==> config.mk <==
export PLATFORM = sky130hd
export DESIGN_NAME = sparc_ffu_frf_arb
export DESIGN_NICKNAME = d
export VERILOG_FILES = /design/src/rtl/sparc_ffu_frf_arb.sv
export SDC_FILE = /design/constraint.sdc
export NUM_CORES = 1
export LEC_CHECK = 0
export BUFFER_PORTS_ARGS = -buffer_cell sky130_fd_sc_hd__buf_4
export CAP_MARGIN = 20
export CORE_AREA = 4 4 175 177
export CTS_BUF_LIST = sky130_fd_sc_hd__clkbuf_8
export DETAILED_ROUTE_END_ITERATION = 8
export DIE_AREA = 0 0 179 181
export PLACE_DENSITY_LB_ADDON = 0.2
export SYNTH_ARGS = -nofsm -noshare
export SYNTH_HDL_FRONTEND = slang
export SYNTH_SLANG_ARGS = --single-unit
==> constraint.sdc <==
create_clock -name rclk -period 11.9 [get_ports rclk]
set_input_delay 0.595 -clock rclk [delete_from_list [all_inputs] [get_ports rclk]]
set_output_delay 0.595 -clock rclk [all_outputs]
set_load 0.01 [all_outputs]
==> src/rtl/sparc_ffu_frf_arb.sv <==
// sparc_ffu_frf_arb: arbiter/sequencer for the single R/W port of the FP register file.
// Load fills are buffered in a small FIFO (ldq). FPU writebacks and operand reads share the port with them.
// FRF control/data are driven combinationally, and read returns are tagged two cycles after issue.
// Handshake: fpw_req and rd_req are held by the requester until the matching fpw_gnt/rd_gnt
// pulse; ld_vld is a one-cycle pulse that the LSU only raises while ldq_full is low.
module sparc_ffu_frf_arb #(
   parameter int LDQ_DEPTH  = 2,
   parameter int STARVE_MAX = 4
) (
   input  logic        rclk,
   input  logic        rst_l,
   input  logic        rst_tri_en,
   input  logic        ld_vld,
   input  logic [6:0]  ld_addr,
   input  logic [1:0]  ld_wen,
   input  logic [77:0] ld_data,
   output logic        ldq_full,
   input  logic        fpw_req,
   input  logic [6:0]  fpw_addr,
   input  logic [1:0]  fpw_wen,
   input  logic [77:0] fpw_data,
   output logic        fpw_gnt,
   input  logic        rd_req,
   input  logic [6:0]  rd_addr1,
   input  logic [6:0]  rd_addr2,
   input  logic        rd_dbl,
   output logic        rd_gnt,
   output logic        rd_data_vld,
   output logic        rd_data_src,
   output logic        ctl_frf_ren,
   output logic [1:0]  ctl_frf_wen,
   output logic [6:0]  ctl_frf_addr,
   output logic [77:0] dp_frf_data,
   output logic        dbg_state     // 1 = RD2, second source issue pending
);

   localparam int PW = (LDQ_DEPTH > 2) ? 2 : 1;
   localparam int CW = 3;
   localparam int SW = $clog2(STARVE_MAX + 1);
   localparam logic [CW-1:0] DEPTH_C  = CW'(LDQ_DEPTH);
   localparam logic [PW-1:0] LAST_PTR = PW'(LDQ_DEPTH - 1);
   localparam logic [SW-1:0] STARVE_C = SW'(STARVE_MAX);

   typedef enum logic {IDLE = 1'b0, RD2 = 1'b1} state_t;
   state_t state_q, state_d;

   logic [6:0]           ldq_addr_q [LDQ_DEPTH];
   logic [1:0]           ldq_wen_q  [LDQ_DEPTH];
   logic [77:0]          ldq_data_q [LDQ_DEPTH];
   logic [LDQ_DEPTH-1:0] ldq_vld_q, ldq_vld_d;
   logic [PW-1:0]        ldq_wptr_q, ldq_wptr_d;
   logic [PW-1:0]        ldq_rptr_q, ldq_rptr_d;
   logic [CW-1:0]        ldq_cnt_q, ldq_cnt_d;
   logic [SW-1:0]        starve_q, starve_d;
   logic [6:0]           rd_addr2_q, rd_addr2_d;
   logic                 ret1_vld_q, ret1_src_q, ret2_vld_q, ret2_src_q;

   logic ldq_is_full, ldq_is_empty, ldq_push, ldq_pop;
   logic rd_hazard, rd_elig;
   logic sel_ldq, sel_fpw, sel_rd1, sel_rd2;

   function automatic logic [PW-1:0] ptr_inc(input logic [PW-1:0] p);
      return (p == LAST_PTR) ? '0 : p + 1'b1;
   endfunction

   assign ldq_is_full  = (ldq_cnt_q == DEPTH_C);
   assign ldq_is_empty = (ldq_cnt_q == '0);
   // A fill arriving while full is a protocol error and is dropped.
   assign ldq_push     = rst_l & ld_vld & ~ldq_is_full;
   assign ldq_pop      = sel_ldq;

   // Read hazard: a source address still has a pending write in the ldq or from the FPU.
   always_comb begin
      rd_hazard = 1'b0;
      for (int i = 0; i < LDQ_DEPTH; i++) begin
         if (ldq_vld_q[i] && ((ldq_addr_q[i] == rd_addr1) ||
                              (rd_dbl && (ldq_addr_q[i] == rd_addr2)))) begin
            rd_hazard = 1'b1;
         end
      end
      if (fpw_req && ((fpw_addr == rd_addr1) || (rd_dbl && (fpw_addr == rd_addr2)))) begin
         rd_hazard = 1'b1;
      end
   end

   assign rd_elig = rd_req & ~rd_hazard;

   // Port arbitration: RD2 owns the port outright, IDLE picks the first eligible source.
   always_comb begin
      sel_ldq = 1'b0;
      sel_fpw = 1'b0;
      sel_rd1 = 1'b0;
      sel_rd2 = 1'b0;
      if (rst_l) begin
         if (state_q == RD2) begin
            sel_rd2 = 1'b1;
         end else if (!rst_tri_en) begin
            if (ldq_is_full)                         sel_ldq = 1'b1;
            else if ((starve_q >= STARVE_C) && rd_elig) sel_rd1 = 1'b1;
            else if (!ldq_is_empty)                  sel_ldq = 1'b1;
            else if (fpw_req)                        sel_fpw = 1'b1;
            else if (rd_elig)                        sel_rd1 = 1'b1;
         end
      end
   end

   // FRF port drive: a single op per cycle, all zero when idle.
   always_comb begin
      ctl_frf_ren  = sel_rd1 | sel_rd2;
      ctl_frf_wen  = '0;
      ctl_frf_addr = '0;
      dp_frf_data  = '0;
      if (sel_ldq) begin
         ctl_frf_wen  = ldq_wen_q[ldq_rptr_q];
         ctl_frf_addr = ldq_addr_q[ldq_rptr_q];
         dp_frf_data  = ldq_data_q[ldq_rptr_q];
      end else if (sel_fpw) begin
         ctl_frf_wen  = fpw_wen;
         ctl_frf_addr = fpw_addr;
         dp_frf_data  = fpw_data;
      end else if (sel_rd1) begin
         ctl_frf_addr = rd_addr1;
      end else if (sel_rd2) begin
         ctl_frf_addr = rd_addr2_q;
      end
   end

   assign fpw_gnt     = sel_fpw;
   assign rd_gnt      = (sel_rd1 & ~rd_dbl) | sel_rd2;
   assign ldq_full    = ldq_is_full & rst_l;
   assign rd_data_vld = ret2_vld_q & rst_l;
   assign rd_data_src = ret2_src_q & rst_l;
   assign dbg_state   = (state_q == RD2) & rst_l;

   // Next-state for ldq bookkeeping, FSM, starvation counter and latched second source.
   always_comb begin
      ldq_vld_d  = ldq_vld_q;
      ldq_wptr_d = ldq_wptr_q;
      ldq_rptr_d = ldq_rptr_q;
      ldq_cnt_d  = ldq_cnt_q;
      if (ldq_push) begin
         ldq_vld_d[ldq_wptr_q] = 1'b1;
         ldq_wptr_d            = ptr_inc(ldq_wptr_q);
      end
      if (ldq_pop) begin
         ldq_vld_d[ldq_rptr_q] = 1'b0;
         ldq_rptr_d            = ptr_inc(ldq_rptr_q);
      end
      if (ldq_push && !ldq_pop)      ldq_cnt_d = ldq_cnt_q + 1'b1;
      else if (!ldq_push && ldq_pop) ldq_cnt_d = ldq_cnt_q - 1'b1;

      state_d = state_q;
      if (sel_rd1 && rd_dbl) state_d = RD2;
      else if (sel_rd2)      state_d = IDLE;

      starve_d = starve_q;
      if (!rd_req || rd_gnt)        starve_d = '0;
      else if (starve_q < STARVE_C) starve_d = starve_q + 1'b1;

      rd_addr2_d = sel_rd1 ? rd_addr2 : rd_addr2_q;
   end

   // Control state with synchronous active-low reset; return pipe tags each issued read.
   always_ff @(posedge rclk) begin
      if (!rst_l) begin
         state_q    <= IDLE;
         ldq_vld_q  <= '0;
         ldq_wptr_q <= '0;
         ldq_rptr_q <= '0;
         ldq_cnt_q  <= '0;
         starve_q   <= '0;
         rd_addr2_q <= '0;
         ret1_vld_q <= 1'b0;
         ret1_src_q <= 1'b0;
         ret2_vld_q <= 1'b0;
         ret2_src_q <= 1'b0;
      end else begin
         state_q    <= state_d;
         ldq_vld_q  <= ldq_vld_d;
         ldq_wptr_q <= ldq_wptr_d;
         ldq_rptr_q <= ldq_rptr_d;
         ldq_cnt_q  <= ldq_cnt_d;
         starve_q   <= starve_d;
         rd_addr2_q <= rd_addr2_d;
         ret1_vld_q <= sel_rd1 | sel_rd2;
         ret1_src_q <= sel_rd2;
         ret2_vld_q <= ret1_vld_q;
         ret2_src_q <= ret1_src_q;
      end
   end

   // ldq payload storage; validity lives in ldq_vld_q so no reset is needed here.
   always_ff @(posedge rclk) begin
      if (ldq_push) begin
         ldq_addr_q[ldq_wptr_q] <= ld_addr;
         ldq_wen_q[ldq_wptr_q]  <= ld_wen;
         ldq_data_q[ldq_wptr_q] <= ld_data;
      end
   end

endmodule

After elaboration in Yosys (flattened, before gate mapping)
Memories as Yosys holds them, arrays and structs flattened. A register that Yosys moved wholly into a read port is not among the register bits.
Cells that the tools add are included.

storage, ports and cells
  flip-flop bits (word level) = 22
  RAM bits = 174
  bits of input ports = 195
  output and inout bits = 94
  memories kept = 3

memory list
  name        depth  width  read ports  clocked after Yosys merged registers in  write ports  line  RTL
  ldq_data_q  2      78     1           1                                        1            49    logic [77:0] ldq_data_q [LDQ_DEPTH];
  ldq_addr_q  2      7      3           1                                        1            47    logic [6:0] ldq_addr_q [LDQ_DEPTH];
  ldq_wen_q   2      2      1           1                                        1            48    logic [1:0] ldq_wen_q [LDQ_DEPTH];

cells by class
  add/sub/neg operators = 5
  magnitude comparators = 6
  equality and inequality tests = 7
  multiplexer cells = 54
  bitwise gates (word level) = 17
  reduce and logical (&&, ||, !) cells = 23

operators with widths
  operator                                                                      count
  78-bit 2-to-1 mux                                                             2
  7-bit == test                                                                 6
  1-bit 2-to-1 mux                                                              40
  7-bit 2-to-1 mux                                                              4
  1-bit logical AND                                                             12
  1-bit bitwise AND                                                             8
  2-bit 2-to-1 mux                                                              4
  3-bit by 1-bit adder with 3-bit output, second input constant                 2
  3-bit 2-to-1 mux                                                              2
  1-bit logical OR                                                              4
  1-bit by 2-bit less-than comparator with 1-bit output, second input constant  2
  1-bit NOT                                                                     4
  2-bit nonzero test                                                            2
  3-bit by 2-bit == test with 1-bit output, second input constant               1
  3-bit >= comparator, second input constant                                    1
  1-bit zero test                                                               3
  3-bit zero test                                                               1
  3-bit less-than comparator, second input constant                             1
  3-bit by 1-bit subtractor with 3-bit output, second input constant            1
  1-bit adder, second input constant                                            2
  2-bit bitwise AND                                                             1
  1-bit demux with 1-bit select                                                 2
  1-bit >= comparator, second input constant                                    2
  2-bit NOT                                                                     1
  3 further kinds                                                               4

Depth between registers and ports, before layout
  depth in word-level cells = 21
  gate-level depth with buffers = 13
  depth with buffers taken out = 12

Worst setup path after synthesis
OpenSTA, ideal clock, no wires.

  path kind = input-to-reg
  start point = input port ld_vld
  end point = register ldq_vld_q[0]
  data arrival time = 5.448 ns
  data required time = 11.824 ns
  setup slack = 6.375 ns
  stages = 3
  path buffers = 0
  path through = and3_1 nor2b_1 o221a_2

between the ends
  longest elaborated chain between the ends = 5

ends and longest elaborated chain
  element                              line  RTL
  start, declared                      13    input logic ld_vld,
  1-bit bitwise AND (*) (2 in series)  69    assign ldq_push = rst_l & ld_vld & ~ldq_is_full;
  2-bit 2-to-1 mux (*)                 141   if (ldq_push) begin
  2-bit bitwise AND (no source line)   n/a
  2-bit 2-to-1 mux (*)                 145   if (ldq_pop) begin
  end signal, assigned                 179   ldq_vld_q <= ldq_vld_d;
  end, declared                        50    logic [LDQ_DEPTH-1:0] ldq_vld_q, ldq_vld_d;

Every way passes the cells marked *; elsewhere a longest branch is shown, timed or not.
A chain may end at the register's enable or synchronous reset.

==> implementation parameters <==
Parameter                              Value

STA
  Post-route fraction of the period consumed by the critical path ... 0.3222
  Hold violation total from the final report ... 0
  Worst setup skew after layout ... about 0.019 ns
  Max-slew headroom ... 0.2779
  Final setup violation count ... 0
  Maximum operating frequency ... about 260 MHz
  Clock period minus final worst setup slack ... 3.834 ns
  Final-report max-slew violation count ... 0
  Unrepaired setup endpoints after global routing ... false
  Setup Total Neg Slack ... 0 ns
  Transition at the pin with the smallest max-transition slack ... around 1.1 ns

Logic synthesis
  Post-synthesis instance area ... between 8000 and 9000 sq um
  #FFs+latches synth ... about 200
  Cells after Synth ... 632
  Mapped Avg Cell Area ... ~14 sq um
  Sequential area share after synthesis ... 0.6622
  Synth warnings ... 0
  Net count after synthesis ... ~830
  Fraction of registers with async set or reset after synthesis ... 0
  Count of flip-flops with a built-in enable after synthesis ... about 170
  Primary FF master, synth ... edfxtp_1
  Count of distinct cell types in the synthesized netlist ... 37

Clocking
  Max H-tree Level ... 4
  Clock network latency to the later pin of the worst-skew pair ... approximately 0.46 ns
  Clk buf depth ... 2
  Clock transition at the registers of the reported paths ... ~0.12 ns
  Inserted Clock Buffers ... 17
  Clock sinks ... between 150 and 200
  CTS tree ... done
  Clock tree root buffer cell ... clkbuf_8
  Post-cts hold buffer count ... 0
  Post-CTS setup buffers ... 0
  Count of cells resized by post-cts repair ... 0

GRT
  First-pass GRT wire length ... ~33000 um
  Pin count of the biggest net entering global routing ... 96
  Number of antenna violations at the first check in global routing ... 0
  Number of global-route vias before repair ... 5877
  Sum of overflow across all layers after global routing ... 0
  Total global-route track usage ... 0.1340

Min path
  HP Class ... in -> reg

Pwr
  Highest ir drop seen on vdd ... between 0.06 and 0.07 mV
  Comb power frac ... 0.252
  Fraction of power spent switching nets ... 0.2982
  Power per standard cell area ... around 150 nW/um^2
  Sequential share of power ... 0.482
  Clock network power share ... 0.265
  Internal Power ... ~1200 uW
  Sw Pwr ... 519.3 uW
  Leakage power of the design ... 0.004231 uW

Die
  Total I/O pin count ... between 200 and 300
  Effective utilization at floorplan ... 0.2936
  Y dimension of the die ... between 150 and 200 um
  Total core area ... between 20000 and 30000 sq um
  Number of rows created at floorplan ... between 60 and 70
  Full die area ... 32400 sq um
  Die outline width ... between 150 and 200 um

Place
  HPWL reported at the end of detailed placement ... ~15000 um
  Total of buffers placed on input and output ports ... 288
  Routability-driven placement congestion ratio ... roughly 0.75

Setup path
  Max FO, Critical Path ... 95
  Critical path data required time ... ~11 ns
  Highest cell delay on the worst timing path ... about 0.94 ns
  Cell with the biggest individual delay on the critical path ... and4_4
  Data arrival time of the critical path ... between 3 and 4 ns
  Chain of cells forming the critical path ... xnor2_1 > nand4_1 > nor4_1 > o21ai_1 > nand4b_1 > and4_4 > nor2b_1 > o22ai_1 > buf_4
  Category of the critical setup timing path ... reg -> out
  CP startpoint kind ... flip-flop
  Critical path capture point type ... output port

Flow run
  Max-capacitance violation count ... 0

Routing
  Number of design rule violations left after detail routing ... 0
  1st-iter DRT viols ... just over 300
  First-pass iteration count of the detailed router ... 4
  Post-route ant nets ... 0
  Via Count ... slightly below 6000
  Number of vias per cell ... 4.437
  Routed wire length per instance ... between 15 and 20 um
  Total detailed-routing wirelength ... approximately 22000 um

Finish
  Nets ... 1110
  Area growth, synth to finish ... 34.92%
  Post-layout utilization of the core ... 0.3961
  Number of diodes added for antenna fixing ... 0
  Most frequent cells in the layout ... 293 x buf_4, 174 x edfxtp_1, 96 x mux2i_1
  Leading cell type in the layout, fill and taps excluded ... buf_4
  Fraction of layout instances using a drive strength above 1 ... 0.3658

Outcome
  Result of the run ... completed
-- flip-flops by register name, indices dropped and copies added (netlist names), named ones only --
register	count
ldq_wen_q	4
ret2_src_q	1
state_q	1
ldq_cnt_q	3
ldq_addr_q	14
ldq_vld_q	2
ret2_vld_q	1
ldq_rptr_q	1
ret1_src_q	1
ldq_wptr_q	1
ret1_vld_q	1
rd_addr2_q	7
starve_q	3
ldq_data_q	156
-- cell families after synthesis --
kind of cell,count (synthesis),share of synthesized area
flops,197,0.6622
simple gates,146,0.08176
compound gates,105,0.06878
mux,96,0.1119
xor+xnor,46,0.04692
buf+inv,38,0.02171
fa+ha+maj,4,0.006704
-- routing by layer --
metal / global-route usage / vias to the layer above / share of wire
met5: 0 / - / 0
met4: 0.02917 / 0 / 0.0080
met3: 0.03913 / 9 / 0.066
met2: 0.2224 / 163 / 0.49
met1: 0.1739 / 2770 / 0.43
li1: - / 2888 / -
-- cells in the mapped netlist (2+ instances only) --
cell type / number / area, sq um
or2_2: 3 / 18.77
o22ai_1: 7 / 43.79
buf_2: 11 / 55.05
xor2_1: 11 / 96.34
a221oi_1: 5 / 43.79
o21ai_0: 82 / 410.4
nor4_1: 6 / 37.54
dfxtp_1: 23 / 460.4
and3_1: 2 / 12.51
xnor2_1: 35 / 306.5
a221oi_2: 2 / 30.03
buf_6: 4 / 45.04
o21ai_1: 3 / 15.01
edfxtp_1: 174 / 5225
clkbuf_1: 19 / 71.32
ha_1: 3 / 37.54
inv_1: 4 / 15.01
and2_1: 10 / 62.56
nand2_1: 83 / 311.6
nor2b_1: 19 / 118.9
nor2_1: 5 / 18.77
nand4_1: 10 / 62.56
nor3_1: 2 / 10.01
mux2i_1: 96 / 960.9
-- worst paths after layout --
check / start / end / slack [ns] / cells past startpoint
setup reg to reg: ldq_addr_q[1][0] / ldq_cnt_q[2] / 8.49 / 13
hold / removal: ld_data[74] / ldq_data_q[1][74] / 0.31 / 1
hold reg to reg: ret1_src_q / ret2_src_q / 0.44 / 1
setup / recovery: ldq_addr_q[0][0] / ctl_frf_addr[1] / 8.07 / 9
-- power by group through the flow --
stage                     registers (uW)  logic, uW  clock network (uW)
after floorplan                      844        245                   0
after global placement               857        444                   0
after detailed placement             857        446                   0
after CTS                            841        447                 484
after global routing                 847        484                 516
final                                840        439                 462
-- cell type report --
cell class | count | area, sq um
fill | 2841 | 17660
inverter | 4 | 15.01
sequential | 197 | 5689
multi-input combinational | 397 | 2734
timing repair buffer | 294 | 2220
tap | 390 | 488.0
clock buffer | 17 | 234.0
clock inverter | 15 | 203.9
-- critical path, delay by kind of cell (launching register included) --
family          cells  cell delay [ns]
simple gates        5             1.65
flops               1             0.49
compound gates      2             0.24
xor+xnor            1             0.20
buf+inv             1             0.18
-- through the flow --
step                      hold slack [ns]  total power [uW]  area (sq um)  setup slack (ns)  cells
final                              0.3094              1742         11580             8.066   1314
after global routing               0.2396              1846         11580             7.633   1314
after CTS                          0.2500              1773         11560             7.757   1313
after detailed placement           0.4181              1303         11130             7.476   1281
after global placement             0.4178              1301         11130             7.535   1281
after floorplan                    0.4119              1089          8586             6.375    632
(Power assumes the default switching activity.)
